## config.mk

```make
export PLATFORM = sky130hd
export DESIGN_NAME = debounce_multi
export DESIGN_NICKNAME = d
export VERILOG_FILES = /design/src/rtl/debounce_pkg.sv /design/src/rtl/debounce_channel.sv /design/src/rtl/debounce_multi.sv
export SDC_FILE = /design/constraint.sdc
export NUM_CORES = 1
export LEC_CHECK = 0
export ABC_AREA = 1
export BUFFER_PORTS_ARGS = -buffer_cell sky130_fd_sc_hd__buf_2
export CAP_MARGIN = 0
export CORE_MARGIN = 2
export CORE_UTILIZATION = 25
export CTS_CLUSTER_SIZE = 16
export DETAILED_ROUTE_END_ITERATION = 8
export HOLD_SLACK_MARGIN = 0.03
export SETUP_SLACK_MARGIN = 0.5
export SKIP_CTS_REPAIR_TIMING = 1
export SLEW_MARGIN = 20
export SYNTH_ARGS = -nofsm -noshare
export SYNTH_HDL_FRONTEND = slang
export SYNTH_SLANG_ARGS = --single-unit
```

## constraint.sdc

```tcl
create_clock -name clk -period 4.47 [get_ports clk]
set_input_delay 0.447 -clock clk [delete_from_list [all_inputs] [get_ports clk]]
set_output_delay 0.447 -clock clk [all_outputs]
set_load 0.03 [all_outputs]
```

## src/rtl/debounce_pkg.sv

```systemverilog
// Shared constants and helpers for the multi-channel debouncer.
package debounce_pkg;

  localparam int CLK_HZ                  = 50_000_000;
  localparam int DEBOUNCE_DEFAULT_COUNTS = 2500;
  localparam int HOLD_DEFAULT_COUNTS     = CLK_HZ;

  function automatic int cnt_width(input int n);
    return $clog2(n + 1);
  endfunction

endpackage

```

## src/rtl/debounce_channel.sv

```systemverilog
// One debounced input: 2-flop synchroniser, stability counter, hold counter
// and optional auto-repeat, all with registered outputs.
module debounce_channel
  import debounce_pkg::*;
#(
  parameter int DELAY_COUNTS  = DEBOUNCE_DEFAULT_COUNTS,
  parameter int HOLD_COUNTS   = HOLD_DEFAULT_COUNTS,
  parameter int REPEAT_COUNTS = 0,
  parameter bit ACTIVE_LOW    = 1'b0
) (
  input  logic clk,
  input  logic rst_n,
  input  logic button,
  output logic button_pressed,
  output logic button_edge,
  output logic button_release,
  output logic long_press,
  output logic held,
  output logic repeat_pulse
);

  localparam int DW = cnt_width(DELAY_COUNTS);
  localparam int HW = cnt_width(HOLD_COUNTS);
  localparam logic [DW-1:0] DLY_LAST  = DW'(DELAY_COUNTS - 1);
  localparam logic [HW-1:0] HOLD_LAST = HW'(HOLD_COUNTS - 1);
  localparam logic [HW-1:0] HOLD_MAX  = HW'(HOLD_COUNTS);

  logic          sync1_q, sync1_d, sync2_q, sync2_d;
  logic [DW-1:0] stab_cnt_q, stab_cnt_d;
  logic          pressed_q, pressed_d;
  logic          edge_q, edge_d, release_q, release_d;
  logic [HW-1:0] hold_cnt_q, hold_cnt_d;
  logic          long_q, long_d, held_q, held_d;
  logic          accept, fall;

  always_comb begin
    sync1_d   = button ^ ACTIVE_LOW;
    sync2_d   = sync1_q;
    accept    = (sync2_q != pressed_q) && (stab_cnt_q == DLY_LAST);
    fall      = accept && pressed_q;
    pressed_d = pressed_q ^ accept;
    edge_d    = accept && !pressed_q;
    release_d = fall;

    // Any sample matching the accepted level restarts the stability window.
    if ((sync2_q == pressed_q) || accept) stab_cnt_d = '0;
    else                                  stab_cnt_d = stab_cnt_q + DW'(1);

    if (!pressed_q)                  hold_cnt_d = '0;
    else if (hold_cnt_q != HOLD_MAX) hold_cnt_d = hold_cnt_q + HW'(1);
    else                             hold_cnt_d = hold_cnt_q;

    long_d = pressed_q && !fall && (hold_cnt_q == HOLD_LAST);
    held_d = (held_q || long_d) && !fall;
  end

  always_ff @(posedge clk or negedge rst_n) begin
    if (!rst_n) begin
      sync1_q    <= 1'b0;
      sync2_q    <= 1'b0;
      stab_cnt_q <= '0;
      pressed_q  <= 1'b0;
      edge_q     <= 1'b0;
      release_q  <= 1'b0;
      hold_cnt_q <= '0;
      long_q     <= 1'b0;
      held_q     <= 1'b0;
    end else begin
      sync1_q    <= sync1_d;
      sync2_q    <= sync2_d;
      stab_cnt_q <= stab_cnt_d;
      pressed_q  <= pressed_d;
      edge_q     <= edge_d;
      release_q  <= release_d;
      hold_cnt_q <= hold_cnt_d;
      long_q     <= long_d;
      held_q     <= held_d;
    end
  end

  assign button_pressed = pressed_q;
  assign button_edge    = edge_q;
  assign button_release = release_q;
  assign long_press     = long_q;
  assign held           = held_q;

  if (REPEAT_COUNTS > 0) begin : g_repeat
    localparam int RW = cnt_width(REPEAT_COUNTS);
    localparam logic [RW-1:0] REP_LAST = RW'(REPEAT_COUNTS - 1);

    logic [RW-1:0] rep_cnt_q, rep_cnt_d;
    logic          rep_q, rep_d;

    // Wrapping at REPEAT_COUNTS-1 gives one pulse every REPEAT_COUNTS cycles.
    always_comb begin
      rep_cnt_d = '0;
      rep_d     = 1'b0;
      if (held_q) begin
        rep_cnt_d = (rep_cnt_q == REP_LAST) ? '0 : rep_cnt_q + RW'(1);
        rep_d     = (rep_cnt_q == REP_LAST) && !fall;
      end
    end

    always_ff @(posedge clk or negedge rst_n) begin
      if (!rst_n) begin
        rep_cnt_q <= '0;
        rep_q     <= 1'b0;
      end else begin
        rep_cnt_q <= rep_cnt_d;
        rep_q     <= rep_d;
      end
    end

    assign repeat_pulse = rep_q;
  end else begin : g_no_repeat
    assign repeat_pulse = 1'b0;
  end

endmodule

```

## src/rtl/debounce_multi.sv

```systemverilog
// N_CH independent debounce channels sharing one clock and reset.
module debounce_multi
  import debounce_pkg::*;
#(
  parameter int N_CH          = 4,
  parameter int DELAY_COUNTS  = DEBOUNCE_DEFAULT_COUNTS,
  parameter int HOLD_COUNTS   = HOLD_DEFAULT_COUNTS,
  parameter int REPEAT_COUNTS = 0,
  parameter bit ACTIVE_LOW    = 1'b0
) (
  input  logic            clk,
  input  logic            rst_n,
  input  logic [N_CH-1:0] button,
  output logic [N_CH-1:0] button_pressed,
  output logic [N_CH-1:0] button_edge,
  output logic [N_CH-1:0] button_release,
  output logic [N_CH-1:0] long_press,
  output logic [N_CH-1:0] held,
  output logic [N_CH-1:0] repeat_pulse
);

  for (genvar i = 0; i < N_CH; i++) begin : g_ch
    debounce_channel #(
      .DELAY_COUNTS (DELAY_COUNTS),
      .HOLD_COUNTS  (HOLD_COUNTS),
      .REPEAT_COUNTS(REPEAT_COUNTS),
      .ACTIVE_LOW   (ACTIVE_LOW)
    ) u_ch (
      .clk           (clk),
      .rst_n         (rst_n),
      .button        (button[i]),
      .button_pressed(button_pressed[i]),
      .button_edge   (button_edge[i]),
      .button_release(button_release[i]),
      .long_press    (long_press[i]),
      .held          (held[i]),
      .repeat_pulse  (repeat_pulse[i])
    );
  end

endmodule

```

Word-level counts from Yosys, hierarchy flattened --
Index checks and enable logic that the tools add are counted.
Word-level totals: bits in registers 180, output and inout bits 24, word-level logic and storage cells 124, input port bits 6
Operators by class: bitwise logic cells 4, equal/unequal tests 24, reductions and logical operators 40, add/subtract/negate cells 8, muxes and demuxes 12
Operator list (count):
- 26-bit two-way mux | 8
- 26-bit by 1-bit adder with 26-bit output (second input constant) | 4
- 26-bit equality test (second input constant) | 4
- 26-bit inequality test (second input constant) | 4
- 12-bit by 1-bit adder with 12-bit output (second input constant) | 4
- 12-bit equality test (second input constant) | 4
- 12-bit two-way mux | 4
- 1-bit logical AND | 24
- 1-bit zero test | 8
- 1-bit logical OR | 8
- 2-bit inequality test (second input constant) | 4
- 1-bit equality test | 4
- 1-bit inequality test | 4
- 1-bit bitwise XOR | 4

Logic depth before layout (Yosys ltp) --
Gate-level depths: netlist (run 1).
word-level depth 8, depth in mapped cells 10, mapped depth without buffers 10

By module --
A second synthesis (run 1) with hierarchy kept.
Second synthesis, totals: cells, all modules 1378, area total of the unflattened synthesis 10054.6 um^2
Modules (own cells, without submodules):
- debounce_channel (g_ch[0].u_ch ...) | cells each 345, instances 3, sequential area each 1126.1 um^2, area each 2519.9 um^2
- debounce_channel (g_ch[1].u_ch) | cells each 343, instances 1, sequential area each 1126.1 um^2, area each 2494.9 um^2

Least setup slack after synthesis (run 1) --
OpenSTA, ideal clock, no wires.
path kind reg2reg, from register g_ch[1].u_ch.hold_cnt_q[0], to register g_ch[1].u_ch.hold_cnt_q[10], stages on the path, launching flop included 9, period minus slack after synthesis 1424 ps, arrival 1300 ps, path buffers 0, path slack 3046 ps, path through dfrtp_1 -> ha_1 -> nand2_1 -> nor2_2 -> nand2_1 -> inv_1 -> nand2_1 -> o21ai_0 -> a21oi_1
Between the ends: cells in the longest elaborated chain, start to end 3
Ends and longest elaborated chain:
- from (decl) | RTL line debounce_channel.sv:32 | logic [HW-1:0] hold_cnt_q, hold_cnt_d;
- from (signal assigned) | RTL line debounce_channel.sv:75 | hold_cnt_q <= hold_cnt_d;
- 26-bit by 1-bit adder with 26-bit output | RTL line debounce_channel.sv:50 | else if (hold_cnt_q != HOLD_MAX) hold_cnt_d = hold_cnt_q + HW'(1);
- 26-bit two-way mux | RTL line debounce_channel.sv:50
- 26-bit two-way mux | RTL line debounce_channel.sv:49 | if (!pressed_q) hold_cnt_d = '0;
Several ways; a longest one is shown, not always the timed one. The select of a mux whose other input is x is not followed. A chain may end at the register's enable or synchronous reset.

==> flow_summary_export.csv, run 1 <==
group,metric,value,unit
cts,root_buffer,"clkbuf_16",
sta,maxSlewViolCount,0,
setup_path,cp-end-kind,"register",
setup_path,start_kind,"register",
global_route,grt-ovfl-total,0,
cells_and_area,instances_no_fill,1897,
cts,clock_path_buffers,2,
sta,tightest_slew,768,ps
cells_and_area,utilization,0.284,
hold_path,min_path_type,"in -> reg",
global_route,grt_pass1_wl,36600,um
power_and_ir_drop,p_per_area,290,mW/mm2
sta,setup_viol,0,
synthesis,synth_top_cell_by_area,"dfrtp_1",
cells_and_area,design_area,0.0110,mm2
hold_path,min_path_cells,1,
power_and_ir_drop,peakVddDrop,0.254,mV
power_and_ir_drop,comb_power_share,0.023,
cells_and_area,antenna_cells,0,
setup_path,reg2regPathDepth,5,
place,portBuffers,25,
drt,dr.pass1.iters,5,
drt,first_iter_violations,454,
die,pin_count,30,
place,dp.cells,1863,
cts,cts_tree,"yes",
sta,fin_crit_sh,0.471,
power_and_ir_drop,p_sw,0.000779,W
sta,hold_viol,0,
setup_path,critPathRequiredTime,4790,ps
synthesis,ys_seq_elements,180,
drt,vias_per_cell,4.29,
sta,period_needed,2100,ps
die,die_y,202,um
sta,clock_skew,11.7,ps
drt,post-route-drc-count,0,
drt,wl_per_cell,10.8,um
cts,clkTransAtPathRegs,80,ps
cts,cts.sinks,180,
cells_and_area,final_cell_mix,"nand2_1, nor2_1, dfrtp_1",
place,dpl_cell_area,0.0104,mm2
cells_and_area,syn2layout_area_growth,11.8,%
sta,fmax,475,MHz
place,gp_congestion,0.849,
cts,htree_levels,4,
global_route,grt_max_degree,117,
sta,slew_headroom,0.488,
drt,finalWirelength,20500,um
cells_and_area,drive_gt1_frac,0.0638,
global_route,grt_pass1_vias,7881,
drt,final_antenna_net_count,0,
synthesis,synth_cell_types,36,
synthesis,syn_avg_cell_area,7.27,um2
synthesis,synthTopCellsByArea,"dfrtp_1, nand2_1, nor2_1, inv_1, nand3_1",
setup_path,crit_fanout,25,
flow_run,maxCapViolCount,0,
power_and_ir_drop,p_int,0.00241,W
global_route,grtUsageTotal,0.106,
place,dp_hpwl,14900,um
sta,rsz0062_at_grt,"no",
synthesis,syn_area,0.00985,mm2
synthesis,syn_inst,1355,
setup_path,worstSetupPathType,"reg -> reg",
outcome,status,"finished clean",
synthesis,ys_warn_count,0,
die,coreArea,0.0387,mm2
power_and_ir_drop,pwr-share-clk,0.461,
power_and_ir_drop,sequentialPowerShare,0.516,
die,die_area,0.0410,mm2
cells_and_area,nNetsFinal,1384,
power_and_ir_drop,p_leak,4.56,nW
power_and_ir_drop,sw_frac_of_total,0.244,
sta,holdWs,101,ps
die,rows,72,
synthesis,yosys.area.top_type_share,0.457,
die,die_w,202,um
global_route,antenna_found_initial,0,
die,start_util,0.254,
cells_and_area,final_common_cell,"nand2_1",
drt,vias,8137,
synthesis,yosysSeqAreaShare,0.457,
setup_path,worst_ep_arrival_time,2420,ps
cts,clk_latency,450,ps
sta,totalNegativeSetupSlack,0,ps
setup_path,r2r_slack,2370,ps
cts,numCtsBuffers,17,
-- logic make-up after synthesis --
group | share of synthesized area
adder cells (fa/ha/maj) | 0.0152
AO/OA/AOI/OAI | 0.0484
buffers and inverters | 0.0857
AND/OR/NAND/NOR | 0.358
other | 0.000381
XOR/XNOR | 0.0347
flip-flops | 0.457
-- through the flow --
| stage | worst slack [ps] | power (W) |
|---|---|---|
| floorplan | 3050 | 0.00171 |
| global placement | 2400 | 0.00175 |
| detailed placement | 2340 | 0.00175 |
| CTS | 2330 | 0.00325 |
| global route | 2070 | 0.00333 |
| finish | 2370 | 0.00319 |
-- worst paths after layout --
path	startpoint	end
min in group asynchronous	rst_n	g_ch[1].u_ch.hold_cnt_q[2]
worst min-delay path	button[2]	g_ch[2].u_ch.sync1_q
worst max-delay path	register	g_ch[3].u_ch.stab_cnt_q[9]
worst min register to register	g_ch[2].u_ch.sync1_q	g_ch[2].u_ch.sync2_q
worst max register to register	register	g_ch[3].u_ch.stab_cnt_q[9]
max in group asynchronous	rst_n	g_ch[1].u_ch.hold_cnt_q[15]
-- critical path, stage by stage, from the launching register on --
cell,delay (ps)
dfrtp_1,850
clkinv_1,460
nand2_1,180
nand2_1,80
nand2_1,310
nor3b_1,90
-- layout make-up --
| cell class | count | area, um2 |
|---|---|---|
| inverter | 155 | 582 |
| multi-input combinational | 983 | 4510 |
| tap | 518 | 648 |
| clock inverter | 13 | 133 |
| fill | 4188 | 27700 |
| timing repair buffer | 29 | 186 |
| clock buffer | 19 | 443 |
| sequential | 180 | 4500 |
-- synth_stat cells, drive strengths merged --
master and n:
a21oi 51, o211ai 1, nor4 3, nor3 54, ha 12, nand2 334, or2 3, nor3b 10
a31oi 4, dfrtp 180, clkinv 2, nand4 19, and3 3, o21ai 37, xor2 31, nand3b 1
nand3 104, nor2 300, inv 153, xnor2 8, buf 33, clkbuf 7, and2 4, conb 1
-- power by group through the flow --
| stage | Clock (W) | Combinational (W) | Sequential, W |
|---|---|---|---|
| 3_3_place_gp | 0 | 0.0000727 | 0.00168 |
| 2_1_floorplan | 0 | 0.0000342 | 0.00168 |
| 3_5_place_dp | 0 | 0.0000741 | 0.00168 |
| 6_report | 0.00147 | 0.0000735 | 0.00165 |
| 4_1_cts | 0.00153 | 0.0000744 | 0.00165 |
| 5_1_grt | 0.00159 | 0.0000883 | 0.00165 |
-- per-layer routing --
layer | up-vias | share of wire | global-route usage | wire length [um]
met4 | 0 | 0.014 | 0.0378 | 281
met1 | 3755 | 0.49 | 0.138 | 9950
li1 | 4270 | - | - | -
met3 | 18 | 0.032 | 0.0205 | 662
met5 | - | 0 | 0 | 0
met2 | 94 | 0.47 | 0.176 | 9610
-- state kept, by name, summed over array words and instances (netlist names), named ones only --
register / flops
g_ch.u_ch.sync1_q: 4
g_ch.u_ch.button_edge: 4
g_ch.u_ch.long_press: 4
g_ch.u_ch.held: 4
g_ch.u_ch.sync2_q: 4
g_ch.u_ch.hold_cnt_q: 104
g_ch.u_ch.button_release: 4
g_ch.u_ch.stab_cnt_q: 48
(Power assumes the default switching activity.)
==> inputs of run 2 (changes only) <==
==> constraint.sdc (replaced) <==
create_clock -name clk -period 2.1 [get_ports clk]
set_input_delay 0.21 -clock clk [delete_from_list [all_inputs] [get_ports clk]]
set_output_delay 0.21 -clock clk [all_outputs]
set_load 0.03 [all_outputs]
==> run 2 against run 1 <==
  * Clock skew shrank 0.54 ps
  * Sequential share of layout area shrank 1.1 points
  * Utilization grew 0.78 points
  * Critical path type unchanged
  * Register-to-register slack lost 1800 ps
  * Largest power group unchanged
==> flow_summary_export.csv, run 2 (synthesis results as in run 1) <==
group,metric,value,unit
cts,root_buffer,"clkbuf_16",
cts,clkTransAtPathRegs,60,ps
place,portBuffers,25,
flow_run,maxCapViolCount,0,
drt,top_layer,"met4",
drt,post-route-drc-count,0,
cts,numCtsBuffers,17,
cells_and_area,nNetsFinal,1399,
drt,wl_met2,9910,um
setup_path,critPathRequiredTime,2420,ps
global_route,grtUsageTotal,0.107,
cells_and_area,drive_gt1_frac,0.0955,
power_and_ir_drop,peakVddDrop,0.450,mV
drt,vias_per_cell,4.35,
sta,clock_skew,11.2,ps
global_route,grt_max_degree,52,
die,die_area,0.0410,mm2
global_route,grt_pass1_vias,7877,
power_and_ir_drop,p_int,0.00508,W
power_and_ir_drop,p_sw,0.00154,W
die,start_util,0.254,
global_route,grt-ovfl-total,0,
drt,vias,8305,
power_and_ir_drop,p_leak,4.63,nW
sta,maxSlewViolCount,0,
drt,first_iter_violations,595,
sta,setup_viol,0,
die,die_y,202,um
place,gp_congestion,0.880,
cells_and_area,largest_register_ffs,104,
die,rows,72,
drt,finalWirelength,21300,um
power_and_ir_drop,total_power,0.00662,W
power_and_ir_drop,sw_frac_of_total,0.232,
cts,htree_levels,4,
setup_path,cp-end-kind,"register",
cells_and_area,final_common_cell,"nand2_1",
die,die_w,202,um
setup_path,start_kind,"register",
cells_and_area,final_cell_mix,"nand2_1, nor2_1, dfrtp_1",
hold_path,min_path_type,"in -> async",
power_and_ir_drop,p_per_area,585,mW/mm2
power_and_ir_drop,comb_power_share,0.026,
sta,setup_slack,555,ps
drt,final_antenna_net_count,0,
cells_and_area,largest_registers,"g_ch.u_ch.hold_cnt_q: 104 flops, g_ch.u_ch.stab_cnt_q: 48 flops",
cts,cts_tree,"yes",
cts,clock_path_buffers,2,
place,dp_hpwl,15400,um
global_route,grt_pass1_wl,36700,um
outcome,status,"finished clean",
sta,fmax,647,MHz
sta,rsz0062_at_grt,"yes",
power_and_ir_drop,sequentialPowerShare,0.530,
cells_and_area,syn2layout_area_growth,14.8,%
drt,drt-met1-wl,10300,um
setup_path,reg2regPathDepth,10,
drt,wl_met3,713,um
sta,totalNegativeSetupSlack,0,ps
power_and_ir_drop,pwr-share-clk,0.443,
global_route,antenna_found_initial,0,
cells_and_area,utilization,0.292,
setup_path,worstSetupPathType,"reg -> reg",
drt,wl_per_cell,11.2,um
cts,cts.sinks,180,
sta,hold_viol,0,
cells_and_area,top_register,"g_ch.u_ch.hold_cnt_q",
die,pin_count,30,
setup_path,worst_ep_arrival_time,1870,ps
place,preCtsSetupSlack,452,ps
die,coreArea,0.0387,mm2
cells_and_area,antenna_cells,0,
drt,dr.pass1.iters,5,
sta,period_needed,1540,ps
setup_path,crit_fanout,5,
sta,fin_crit_sh,0.736,
cts,clk_latency,440,ps
==> run 2: changes by cell type in the layout (fill, tap and decap cells not counted), moves of 6 or more <==
cell	change
buf_4	+8
nor3_1	-6
nand2_1	-6
nor3_2	+6
nor2_1	-11
nor2_4	+13
==> run 2: area by class of cell <==
cell class | instances | area (um2)
Sequential cell | 180 | 4510
Clock buffer | 20 | 447
Tap cell | 518 | 648
Clock inverter | 11 | 78.8
Fill cell | 4175 | 27400
Inverter | 155 | 584
Timing Repair Buffer | 44 | 330
Multi-Input combinational cell | 983 | 4710
==> run 2: worst paths after layout <==
path	startpoint	slack (ps)	end
max in group asynchronous	rst_n	1180	g_ch[2].u_ch.button_release
worst min-delay path	rst_n	300	g_ch[0].u_ch.hold_cnt_q[16]
min in group clk	g_ch[0].u_ch.sync1_q	350	g_ch[0].u_ch.sync2_q
worst max-delay path	g_ch[0].u_ch.hold_cnt_q[1]	560	g_ch[0].u_ch.hold_cnt_q[22]
worst max register to register	g_ch[0].u_ch.hold_cnt_q[1]	560	g_ch[0].u_ch.hold_cnt_q[22]
worst min register to register	g_ch[0].u_ch.sync1_q	350	g_ch[0].u_ch.sync2_q
==> run 2: power by group through the flow <==
| stage | registers (W) | clock network, W | logic, W |
|---|---|---|---|
| finish | 0.00351 | 0.00293 | 0.000174 |
| global route | 0.00351 | 0.00319 | 0.000206 |
| CTS | 0.00351 | 0.00304 | 0.000172 |
| detailed placement | 0.00358 | 0 | 0.000171 |
| global placement | 0.00357 | 0 | 0.000168 |
| floorplan | 0.00357 | 0 | 0.0000728 |
==> run 2: worst max-delay path, stage by stage (launching register included) <==
cell and delay, ps:
dfrtp_1 430, ha_2 220, nand2_1 80, nor2_4 180, nand2_4 110, inv_4 80
nand2_4 80, nor2_4 120, nand2_1 50, nand2_1 50, nor2_1 40
==> run 2: per-layer routing <==
| metal | vias up | GRT usage |
|---|---|---|
| li1 | 4294 | - |
| met1 | 3866 | 0.143 |
| met2 | 123 | 0.174 |
| met3 | 22 | 0.0220 |
| met4 | 0 | 0.0362 |
| met5 | - | 0 |
==> run 2: per-stage QoR <==
| stage | area, um2 | std cells | hold WS, ps |
|---|---|---|---|
| final | 11300 | 1911 | 296 |
| after global routing | 11300 | 1911 | 336 |
| after CTS | 11000 | 1904 | -263 |
| after detailed placement | 10500 | 1873 | 213 |
| after global placement | 10500 | 1873 | 210 |
| after floorplan | 9860 | 1358 | -85.6 |
==> inputs of run 3 (changes only) <==
--- a/config.mk
+++ b/config.mk
@@ -5,7 +5,7 @@
 export SDC_FILE = /design/constraint.sdc
 export NUM_CORES = 1
 export LEC_CHECK = 0
-export ABC_AREA = 1
+export ABC_AREA = 0
 export BUFFER_PORTS_ARGS = -buffer_cell sky130_fd_sc_hd__buf_2
 export CAP_MARGIN = 0
 export CORE_MARGIN = 2
==> constraint.sdc (replaced) <==
create_clock -name clk -period 1.4 [get_ports clk]
set_input_delay 0.14 -clock clk [delete_from_list [all_inputs] [get_ports clk]]
set_output_delay 0.14 -clock clk [all_outputs]
set_load 0.03 [all_outputs]
==> run 3 against run 2 <==
  * The run now ends with negative setup slack left
  * Area after synthesis shrank 9.5%
  * Clock power grew 66%
  * Design area grew 24%
  * Non-clock buffer count grew 259
  * Register-to-register slack lost 1200 ps
  * Total power grew 60%
  * Via count shrank 15%
  * Cell count shrank 15%
  * Setup slack lost 1200 ps
  * Critical endpoint is now g_ch[1].u_ch.hold_cnt_q[1]
  * Largest power group unchanged
==> flow_summary_export.csv, run 3 <==
group,metric,value,unit
outcome,status,"finished with violations",
outcome,violations,"negative setup slack",
cells_and_area,largest_register_ffs,104,
setup_path,path_cells,"inv_1 > ha_1 > or4b_1 > or4_4 > nor4_4 > mux2i_1 > nor2b_1",
global_route,grt_pass1_vias,6751,
place,dp_hpwl,12900,um
synthesis,syn_inst,866,
cells_and_area,utilization,0.398,
place,gp_congestion,0.750,
sta,holdWs,182,ps
setup_path,rr_startpoint,"g_ch[1].u_ch.hold_cnt_q[1]",
synthesis,ys_warn_count,0,
synthesis,yosysSeqAreaShare,0.505,
cells_and_area,drive_gt1_frac,0.479,
setup_path,worstSetupPathType,"reg -> reg",
drt,wl_per_cell,12.9,um
hold_path,min_path_type,"in -> async",
drt,vias,7070,
synthesis,netlist_top_cells_count,"dfrtp_1, and2_1, nand2_1, xor2_1, xnor2_1",
cells_and_area,instances_no_fill,1626,
cells_and_area,antenna_cells,0,
die,die_y,193,um
global_route,grt-ovfl-total,0,
setup_path,start_kind,"register",
synthesis,syn_avg_cell_area,10.3,um2
sta,hold_viol,0,
sta,period_needed,2070,ps
power_and_ir_drop,p_per_area,753,mW/mm2
cts,cts_tree,"yes",
setup_path,cp-end-kind,"register",
sta,setup_viol,119,
cells_and_area,nNetsFinal,1170,
cells_and_area,final_common_cell,"buf_4",
sta,maxSlewViolCount,0,
synthesis,yosysMostFrequentCell,"dfrtp_1",
cts,cts.sinks,180,
die,die_area,0.0372,mm2
die,coreArea,0.0353,mm2
setup_path,crit_fanout,3,
cells_and_area,top_register,"g_ch.u_ch.hold_cnt_q",
place,portBuffers,25,
synthesis,synth_cell_types,46,
cts,root_buffer,"clkbuf_16",
cts,htree_levels,4,
cts,numCtsBuffers,17,
global_route,grt_pass1_wl,32000,um
sta,fin_crit_sh,1.48,
cells_and_area,syn2layout_area_growth,57.7,%
sta,rsz0062_at_grt,"yes",
setup_path,worst_ep_arrival_time,2390,ps
power_and_ir_drop,p_leak,6.51,nW
cts,clk_latency,440,ps
die,die_w,193,um
drt,vias_per_cell,4.35,
sta,fmax,483,MHz
setup_path,crit_start,"g_ch[1].u_ch.hold_cnt_q[1]",
drt,post-route-drc-count,0,
synthesis,synthTopCellsByArea,"dfrtp_1, xor2_1, xnor2_1, and2_1, nand3_1",
cts,clkTransAtPathRegs,70,ps
synthesis,syn_area,0.00891,mm2
synthesis,synth_edf_count,0,
drt,finalWirelength,21100,um
setup_path,cpPeakStageDelay,440,ps
drt,dr.pass1.iters,4,
place,dp.cells,1514,
setup_path,critPathRequiredTime,1720,ps
cells_and_area,largest_registers,"g_ch.u_ch.hold_cnt_q: 104 flops, g_ch.u_ch.stab_cnt_q: 48 flops",
cells_and_area,final_cell_mix,"buf_4, dfrtp_1, buf_6",
synthesis,yosys.area.top_type_share,0.505,
global_route,antenna_found_initial,0,
synthesis,ys_seq_elements,180,
global_route,grtUsageTotal,0.106,
die,start_util,0.252,
sta,clock_skew,9.87,ps
setup_path,crit_family,"simple AND/OR/NAND/NOR gates",
flow_run,maxCapViolCount,0,
die,rows,69,
drt,final_antenna_net_count,0,
die,pin_count,30,
synthesis,synthArstFlopShare,1.00,
synthesis,synth_top_cell_by_area,"dfrtp_1",
cts,clock_path_buffers,2,
power_and_ir_drop,peakVddDrop,0.568,mV
global_route,grt_max_degree,39,
drt,first_iter_violations,288,
sta,setup_slack,-671,ps
synthesis,yosys_most_used_dff,"dfrtp_1",
setup_path,path_buf_inv,1,
setup_path,critPathSlowestCell,"or4b_1",
## run 3: cell count changes in the layout (fill, tap and decap cells not counted), sizes merged, moves of 21 or more
cell,before,now
inv,155,27
o21ai,37,16
buf,38,296
nor2,300,59
and3,3,36
xnor2,8,60
a21oi,51,4
nand3,104,55
nor3,54,17
and2,4,80
nand2,334,69
xor2,31,62
## run 3: logic make-up after synthesis
kind of cell	count (synthesis)	synth area share
simple gates	440	0.283
flops	180	0.505
xor+xnor	122	0.120
buf+inv	61	0.0358
compound gates	42	0.0299
fa+ha+maj	12	0.0168
mux	8	0.00940
other cells	1	0.000421
## run 3: per-stage QoR
stage | TNS [ps] | total power (W) | instance area, um2 | worst slack [ps]
after floorplan | -13850 | 0.00546 | 9460 | -618
after global placement | -18170 | 0.00569 | 11400 | -633
after detailed placement | -19830 | 0.00569 | 11400 | -668
after CTS | -22220 | 0.0106 | 12000 | -684
after global routing | -35280 | 0.0110 | 14100 | -818
final | -24460 | 0.0106 | 14100 | -671
## run 3: worst reg2reg max path: cells and delay by family (launching register included)
family                   cells  cell delay (ps)
AND/OR/NAND/NOR              4             1180
flip-flops                   1              390
multiplexers                 1              220
adder cells (fa/ha/maj)      1              130
buffers and inverters        1               60
## run 3: metal layers
layer  GRT usage  vias to the layer above  part of all wire
li1            -                     3527                 -
met1       0.136                     3459              0.45
met2       0.177                       63              0.51
met3      0.0209                       21             0.021
met4      0.0332                        0             0.015
met5           0                        -                 0
## run 3: power breakdown
group / total (W) / switching [W] / internal [W]
Clock: 0.00486 / 0.00232 / 0.00254
Combinational: 0.000430 / 0.000233 / 0.000197
Sequential: 0.00529 / 0.0000575 / 0.00524
Total: 0.0106 / 0.00261 / 0.00797
## run 3: layout make-up
class / count / area (um2)
well taps: 461 / 577
repair buffers: 303 / 2780
multi-input cells: 631 / 5510
clock buffers: 17 / 425
flip-flops and latches: 180 / 4530
fillers: 3271 / 21300
inverters: 19 / 71.3
clock inverters: 15 / 164
## run 3: path summary, 6_finish.rpt
kind	endpoint	slack [ps]	cells past startpoint
setup / recovery	g_ch[1].u_ch.hold_cnt_q[1]	-670	7
hold / removal	g_ch[3].u_ch.sync1_q	180	2
setup reg to reg	g_ch[1].u_ch.hold_cnt_q[1]	-670	7
hold reg to reg	g_ch[3].u_ch.sync2_q	350	0
max in group asynchronous	g_ch[1].u_ch.hold_cnt_q[4]	620	3
min in group clk	g_ch[0].u_ch.sync1_q	350	2
